==> src/rtl/lib_beat_sequencer.sv <==
// Frame-length to bus-beat sequencer: turns a byte count into a stream of beats
// carrying a byte-keep mask, a last flag and a beat index.
module lib_beat_sequencer #(
  parameter int BYTES_PER_BEAT = 8,
  parameter int LEN_WIDTH      = 16,
  localparam int KW            = $clog2(BYTES_PER_BEAT),
  localparam int CW            = LEN_WIDTH - KW + 1
) (
  input  logic                      clk,
  input  logic                      rst_n,
  input  logic                      flush,
  input  logic                      len_vld,
  input  logic [LEN_WIDTH-1:0]      len,
  output logic                      len_rdy,
  output logic                      beat_vld,
  input  logic                      beat_rdy,
  output logic [BYTES_PER_BEAT-1:0] beat_keep,
  output logic                      beat_last,
  output logic [CW-1:0]             beat_idx,
  output logic                      err_zero_len
);

  generate
    if (BYTES_PER_BEAT < 2 || (BYTES_PER_BEAT & (BYTES_PER_BEAT - 1)) != 0) begin : g_bad_bpb
      $error("lib_beat_sequencer: BYTES_PER_BEAT must be a power of two >= 2");
    end
  endgenerate

  typedef enum logic {IDLE, RUN} state_t;

  state_t                    state_reg, state_next;
  logic [CW-1:0]             total_reg, total_next;
  logic [CW-1:0]             beat_idx_reg, beat_idx_next;
  logic [KW-1:0]             last_bin_reg, last_bin_next;
  logic [BYTES_PER_BEAT-1:0] keep_reg, keep_next;
  logic                      last_reg, last_next;
  logic                      err_reg, err_next;

  // Thermometer table: entry n has the low n+1 lanes set.
  logic [BYTES_PER_BEAT-1:0] therm_table [BYTES_PER_BEAT];
  generate
    for (genvar gi = 0; gi < BYTES_PER_BEAT; gi++) begin : g_therm
      assign therm_table[gi] = {BYTES_PER_BEAT{1'b1}} >> (BYTES_PER_BEAT - 1 - gi);
    end
  endgenerate

  // One extra bit keeps the round-up sum from wrapping at the maximum length.
  logic [LEN_WIDTH:0] len_round;
  logic [CW-1:0]      len_total;
  logic [KW-1:0]      len_bin;
  logic               len_first_last;
  logic               len_zero;
  logic [CW-1:0]      idx_inc;
  logic               inc_last;
  logic               beat_xfer;
  logic               last_xfer;
  logic               len_acc;

  assign len_round      = {1'b0, len} + (LEN_WIDTH + 1)'(BYTES_PER_BEAT - 1);
  assign len_total      = CW'(len_round >> KW);
  assign len_bin        = len[KW-1:0] - KW'(1);
  assign len_first_last = (len_total == CW'(1));
  assign len_zero       = (len == '0);
  assign idx_inc        = beat_idx_reg + CW'(1);
  assign inc_last       = (idx_inc == total_reg - CW'(1));

  assign beat_xfer = beat_vld & beat_rdy;
  assign last_xfer = beat_xfer & last_reg;
  assign len_acc   = len_vld & len_rdy;

  // State register
  always_ff @(posedge clk or negedge rst_n) begin
    if (!rst_n) begin
      state_reg <= IDLE;
    end else begin
      state_reg <= state_next;
    end
  end

  // Next-state logic
  always_comb begin
    state_next = state_reg;
    if (flush) begin
      state_next = IDLE;
    end else if (len_acc && !len_zero) begin
      state_next = RUN;
    end else if (last_xfer) begin
      state_next = IDLE;
    end
  end

  // Output logic; len_rdy deliberately sees beat_rdy so frames chain without a bubble.
  always_comb begin
    beat_vld = (state_reg == RUN);
    len_rdy  = rst_n & ~flush & ((state_reg == IDLE) | last_xfer);
  end

  always_comb begin
    total_next    = total_reg;
    last_bin_next = last_bin_reg;
    beat_idx_next = beat_idx_reg;
    keep_next     = keep_reg;
    last_next     = last_reg;
    err_next      = 1'b0;
    if (flush) begin
      beat_idx_next = '0;
      keep_next     = '0;
      last_next     = 1'b0;
    end else begin
      if (len_acc && len_zero) begin
        err_next = 1'b1;
      end
      if (len_acc && !len_zero) begin
        total_next    = len_total;
        last_bin_next = len_bin;
        beat_idx_next = '0;
        last_next     = len_first_last;
        keep_next     = len_first_last ? therm_table[len_bin] : {BYTES_PER_BEAT{1'b1}};
      end else if (last_xfer) begin
        beat_idx_next = '0;
        keep_next     = '0;
        last_next     = 1'b0;
      end else if (beat_xfer) begin
        beat_idx_next = idx_inc;
        last_next     = inc_last;
        keep_next     = inc_last ? therm_table[last_bin_reg] : {BYTES_PER_BEAT{1'b1}};
      end
    end
  end

  always_ff @(posedge clk or negedge rst_n) begin
    if (!rst_n) begin
      total_reg    <= '0;
      last_bin_reg <= '0;
      beat_idx_reg <= '0;
      keep_reg     <= '0;
      last_reg     <= 1'b0;
      err_reg      <= 1'b0;
    end else begin
      total_reg    <= total_next;
      last_bin_reg <= last_bin_next;
      beat_idx_reg <= beat_idx_next;
      keep_reg     <= keep_next;
      last_reg     <= last_next;
      err_reg      <= err_next;
    end
  end

  assign beat_keep    = keep_reg;
  assign beat_last    = last_reg;
  assign beat_idx     = beat_idx_reg;
  assign err_zero_len = err_reg;

endmodule

==> config.mk <==
export PLATFORM = sky130hd
export DESIGN_NAME = lib_beat_sequencer
export DESIGN_NICKNAME = d
export VERILOG_FILES = /design/src/rtl/lib_beat_sequencer.sv
export SDC_FILE = /design/constraint.sdc
export NUM_CORES = 1
export LEC_CHECK = 0
export BUFFER_PORTS_ARGS = -buffer_cell sky130_fd_sc_hd__buf_4
export CORE_ASPECT_RATIO = 1.2
export CORE_MARGIN = 4
export CORE_UTILIZATION = 55
export CTS_CLUSTER_SIZE = 12
export DETAILED_ROUTE_END_ITERATION = 8
export PLACE_DENSITY = 0.75
export SYNTH_ARGS = -nofsm -noshare
export SYNTH_HDL_FRONTEND = slang
export SYNTH_SLANG_ARGS = --single-unit
==> constraint.sdc <==
create_clock -name clk -period 3.06 [get_ports clk]
set_input_delay 0.459 -clock clk [delete_from_list [all_inputs] [get_ports clk]]
set_output_delay 0.459 -clock clk [all_outputs]
set_load 0.01 [all_outputs]
# Word-level counts from Yosys, hierarchy flattened
# Memories as Yosys holds them, arrays and structs flattened.
# Cells that the tools add are included.
[op_classes] n_addsub=4 magnitude_cmp=2 eq_ne=2 mux=23 bitwise_logic=10 reduce_logical=7
[ops] op="8-bit 2-to-1 mux" n=10
[ops] op="14-bit 2-to-1 mux" n=4
[ops] op="16-bit by 3-bit adder with 17-bit output (second input constant)" n=1
[ops] op="16-bit zero test" n=1
[ops] op="14-bit by 1-bit adder with 14-bit output (second input constant)" n=1
[ops] op="14-bit by 1-bit equality test with 1-bit output (second input constant)" n=1
[ops] op="14-bit equality test" n=1
[ops] op="14-bit by 1-bit subtractor with 14-bit output (second input constant)" n=1
[ops] op="1-bit 2-to-1 mux" n=9
[ops] op="4-bit greater-or-equal comparator (second input constant)" n=2
[ops] op="3-bit NOT with 4-bit output" n=2
[ops] op="1-bit bitwise AND" n=5
[ops] op="4-bit nonzero test" n=1
[ops] op="3-bit nonzero test" n=1
[ops] op="3-bit by 1-bit subtractor with 3-bit output (second input constant)" n=1
[ops] op="1-bit logical AND" n=2
[ops] op="1-bit NOT" n=2
[ops] op="2-bit AND reduction" n=1
[ops] op="1-bit zero test" n=1
[ops] op="1-bit bitwise OR" n=1
[word_totals] regBits=42 mem_bits_ro=128 input_bits=21 output_inout_bits=26 wordCells=57 n_memories=2
[mem_list] memory="(name not given)" words=8 width=8 read_ports=1 rd_clocked_by_memory_dff=0 wr=0 line="126" rtl="keep_next = inc_last ? therm_table[last_bin_reg] : {BYTES_PER_BEAT{1'b1}};"
[mem_list] memory="(name not given)" words=8 width=8 read_ports=1 rd_clocked_by_memory_dff=0 wr=0 line="118" rtl="keep_next = len_first_last ? therm_table[len_bin] : {BYTES_PER_BEAT{1'b1}};"

# Depth between registers and ports, before layout
[depth] depth_word=9 mapped_depth=10 ltp_nobuf=10

# Least setup slack after synthesis
# OpenSTA, ideal clock, no wires.
[synth_path] path_type="register -> register" from="register total_reg[0]" to="register keep_reg[5] (netlist: beat_keep[5])" setup_time_ns=0.122 arrival_time_ns=2.697 t_required_ns=2.938 path_slack_ns=0.242 stages_incl_launch_ff=11 path_buffers=0 synth_period_minus_slack_ns=2.818 cell_sequence="dfrtp_1 -> inv_1 -> ha_1 -> xnor2_1 -> mux2_1 -> mux2_4 -> a2111oi_4 -> nand4_2 -> nor4_4 -> nand3_1 -> a32o_1"
[synth_between] elab_chain_cells=7
[synth_lines] element="start: declaration" line="32" rtl="logic [CW-1:0] total_reg, total_next;"
[synth_lines] element="start signal: assignment" line="140" rtl="total_reg <= total_next;"
[synth_lines] element="14-bit by 1-bit subtractor with 14-bit output" line="65" rtl="assign inc_last = (idx_inc == total_reg - CW'(1));"
[synth_lines] element="14-bit equality test" line="65"
[synth_lines] element="8-bit 2-to-1 mux" line="126"
[synth_lines] element="8-bit 2-to-1 mux" line="123" rtl="end else if (beat_xfer) begin"
[synth_lines] element="8-bit 2-to-1 mux" line="119" rtl="end else if (last_xfer) begin"
[synth_lines] element="8-bit 2-to-1 mux" line="113" rtl="if (len_acc && !len_zero) begin"
[synth_lines] element="8-bit 2-to-1 mux" line="105" rtl="if (flush) begin"
[synth_lines] element="end signal: assignment" line="143" rtl="keep_reg <= keep_next;"
[synth_lines] element="end: declaration" line="35" rtl="logic [BYTES_PER_BEAT-1:0] keep_reg, keep_next;"
# No other way between the ends. The select of a mux whose other input is x is not followed.
# A chain may end at the register's enable or synchronous reset.

# Worst setup path after layout
# Ends and elaborated chain as after synthesis.

==> impl_metrics.tcl <==
set metrics [dict create \
    fmax_ghz 0.3411 \
    crit_path_max_incr_delay_ps 400 \
    area_delta_synth_final_pct 18.09 \
    vdd_ir_drop_max_v 0.0002546 \
    hold_class "in2async" \
    utilization_pct 67.05 \
    critPathRequiredTime_ps 3240 \
    grt_pass1_wl_mm 11.65 \
    syn-num-nets 376 \
    min_period_ps 2932 \
    drt_first_pass_iters 4 \
    hold_viol 0 \
    finClkSkew_ps 7.076 \
    ctsLongestPathBuffers 2 \
    synthAdderAreaFrac_pct 2.080 \
    hpwl_mm 5.516 \
    synth_seq_cells 42 \
    synth_cell_types 54 \
    nNetsFinal 422 \
    async_reset_ff_share_pct 100.0 \
    gp_congestion 0.8779 \
    grt_max_degree 44 \
    ioPinCount 47 \
    critPathMaxFanout 6 \
    path_cells "inv_1, ha_4, xnor2_2, mux2_1, mux2_4, a2111oi_4, nand4_2, nor4_4, nand3_1, a32o_1" \
    ant_nets 0 \
    insertion_delay_ps 290 \
    maxCapViolCount 0 \
    core_um2 5298 \
    synth_area_um2 3008 \
    via_per_inst 5.771 \
    status "finished, final reports clean" \
    numCtsBuffers 5 \
    cts.sinks 42 \
    r2r_start "total_reg[0]" \
    ys_warn_count 0 \
    rows 29 \
    drc 0 \
    muxShareOfSynthArea_pct 3.203 \
    start_kind "register" \
    power_density_nw_per_um2 414.9 \
    root_buffer "clkbuf_8" \
    slew_viol_final 0 \
    antenna_found_initial 0 \
    synth_compound_area_share_pct 15.85 \
    crit_start "total_reg[0]" \
    syn_avg_cell_area_um2 8.594 \
    syn_inst 350 \
    rsz0062_at_grt "false" \
    leakagePower_nw 1.523 \
    synth_simple_gate_area_share_pct 26.41 \
    synth_ff_type "dfrtp_1" \
    grt.total_usage_pct 22.31 \
    tightest_slew_ps 678.8 \
    drtIter0Drc 112 \
    port-buffer-count 46 \
    wl_mm 7.051 \
    cts_tree "done" \
    htree_num_levels 2 \
    cp_slowest_cell "dfrtp_1" \
    synth_edf_count 0 \
    grt_pass1_vias 2480 \
    holdBufCountCts 0 \
    die_y_um 89.01 \
    tns_ps 0 \
    relSlewSlack_pct 54.75 \
    drive_gt1_share_pct 19.44 \
    fin_crit_sh_pct 95.82 \
    die_area_um2 6721 \
    clk_pin_slew_ps 80 \
    wl_per_cell_um 15.40 \
    die_w_um 75.51 \
    num_antenna_cells 0 \
    worstPathArrival_ps 3110 \
    path_class "reg2reg" \
    synth_top_family_by_area "simple AND/OR/NAND/NOR gates" \
    fillCellCount 474 \
    synthXorXnorAreaFrac_pct 13.81 \
    num_vias 2643 \
    start_util_pct 56.78 \
    setup_viol 0 \
    crit_path_end_kind "register" \
    overflow 0 \
    ys_seq_area_share_pct 34.94 \
]
==> kinds of logic after synthesis <==
family	after synthesis
compound gates	75
buf+inv	29
flops	42
mux	9
simple gates	145
xor+xnor	45
fa+ha+maj	5
==> per-stage QoR <==
step | setup WS, ps | total power, mW | hold WS, ps | instance area (um2) | std cells
after global routing | 21.46 | 1.567 | 293.6 | 3552 | 458
final | 127.9 | 1.474 | 236.2 | 3552 | 458
after detailed placement | 68.84 | 1.127 | 474.0 | 3441 | 450
after floorplan | 241.8 | 0.9858 | 163.4 | 3008 | 350
after global placement | 181.1 | 1.117 | 463.7 | 3441 | 450
after CTS | 54.55 | 1.466 | 267.6 | 3517 | 457
==> path summary, 6_finish.rpt <==
| kind | end | slack (ps) | depth (start not counted) |
|---|---|---|---|
| max reg2reg | beat_keep[5] | 130 | 10 |
| max in group asynchronous | last_bin_reg[1] | 2430 | 2 |
| max | beat_keep[5] | 130 | 10 |
| min | beat_idx[2] | 240 | 2 |
| min reg2reg | beat_keep[0] | 490 | 2 |
| min in group clk | last_bin_reg[0] | 390 | 2 |
==> timing repair <==
item,CTS,global route
endpoints found under the setup margin,0,6
buffers inserted,0,1
gates resized for setup,0,5
==> Yosys cell counts, types with 5 or more instances <==
library cell	instances	share of area, %
inv_1	12	1.5
a21oi_1	22	3.7
nand2_1	33	4.1
o21ai_0	8	1.3
and3_1	5	1.0
nor2_1	35	4.4
dfrtp_1	42	35
nand4_1	8	1.7
nor3_1	9	1.5
ha_1	5	2.1
nor4_1	6	1.2
o31ai_1	8	2.0
xnor2_1	24	7.0
nand3_1	16	2.7
clkbuf_1	14	1.7
xor2_1	19	5.5
a22o_1	6	1.7
o21ai_1	18	3.0
mux2i_1	7	2.3
==> report_power, final <==
part           internal (mW)  switching [mW]  total (mW)
combinational          0.221           0.231       0.451
sequential             0.613          0.0725       0.685
clock                  0.157           0.180       0.337
==> routing by layer <==
metal	part of all wire (%)	GRT usage, %	up-vias	routed length (um)
li1	-	-	1342	-
met1	43	28.21	1227	3012
met2	51	38.73	61	3615
met3	3.4	3.262	13	241
met4	2.6	7.154	0	182
met5	0	0	-	0
==> critical path, delay by kind of cell, from the launching register on <==
family	cells	cell delay (ps)
buffers and inverters	1	130
AOI/OAI and AO/OA	2	630
xor gates and xnor gates	1	130
muxes	2	600
and+or+nand+nor	3	710
DFF	1	400
adders and majority gates	1	190
==> cells in the final DEF (no fill, tap or decap), types with 3 or more instances in the layout <==
| master | count |
|---|---|
| a22o_1 | 6 |
| and3_1 | 5 |
| nor2_1 | 35 |
| mux2i_1 | 7 |
| nor3_1 | 8 |
| ha_1 | 3 |
| and2_1 | 4 |
| nand2_1 | 33 |
| clkbuf_8 | 5 |
| nor4_1 | 6 |
| o21ai_1 | 18 |
| xnor2_1 | 23 |
| nand3_1 | 16 |
| a21oi_1 | 21 |
| inv_1 | 12 |
| dfrtp_1 | 42 |
| nand4_1 | 8 |
| and4_1 | 3 |
| buf_4 | 56 |
| xor2_1 | 19 |
| o21ai_0 | 8 |
| o31ai_1 | 8 |
| nor3b_1 | 3 |
==> cell type report <==
type	count	area [um2]	share of cell area (%)
inverters	12	45.04	1.268
repair buffers	56	420.4	11.84
multi-input cells	279	1882	52.98
flip-flops and latches	42	1051	29.59
well taps	62	77.57	2.184
clock buffers	7	76.32	2.149
No activity file was read; power rests on OpenSTA's default activity.
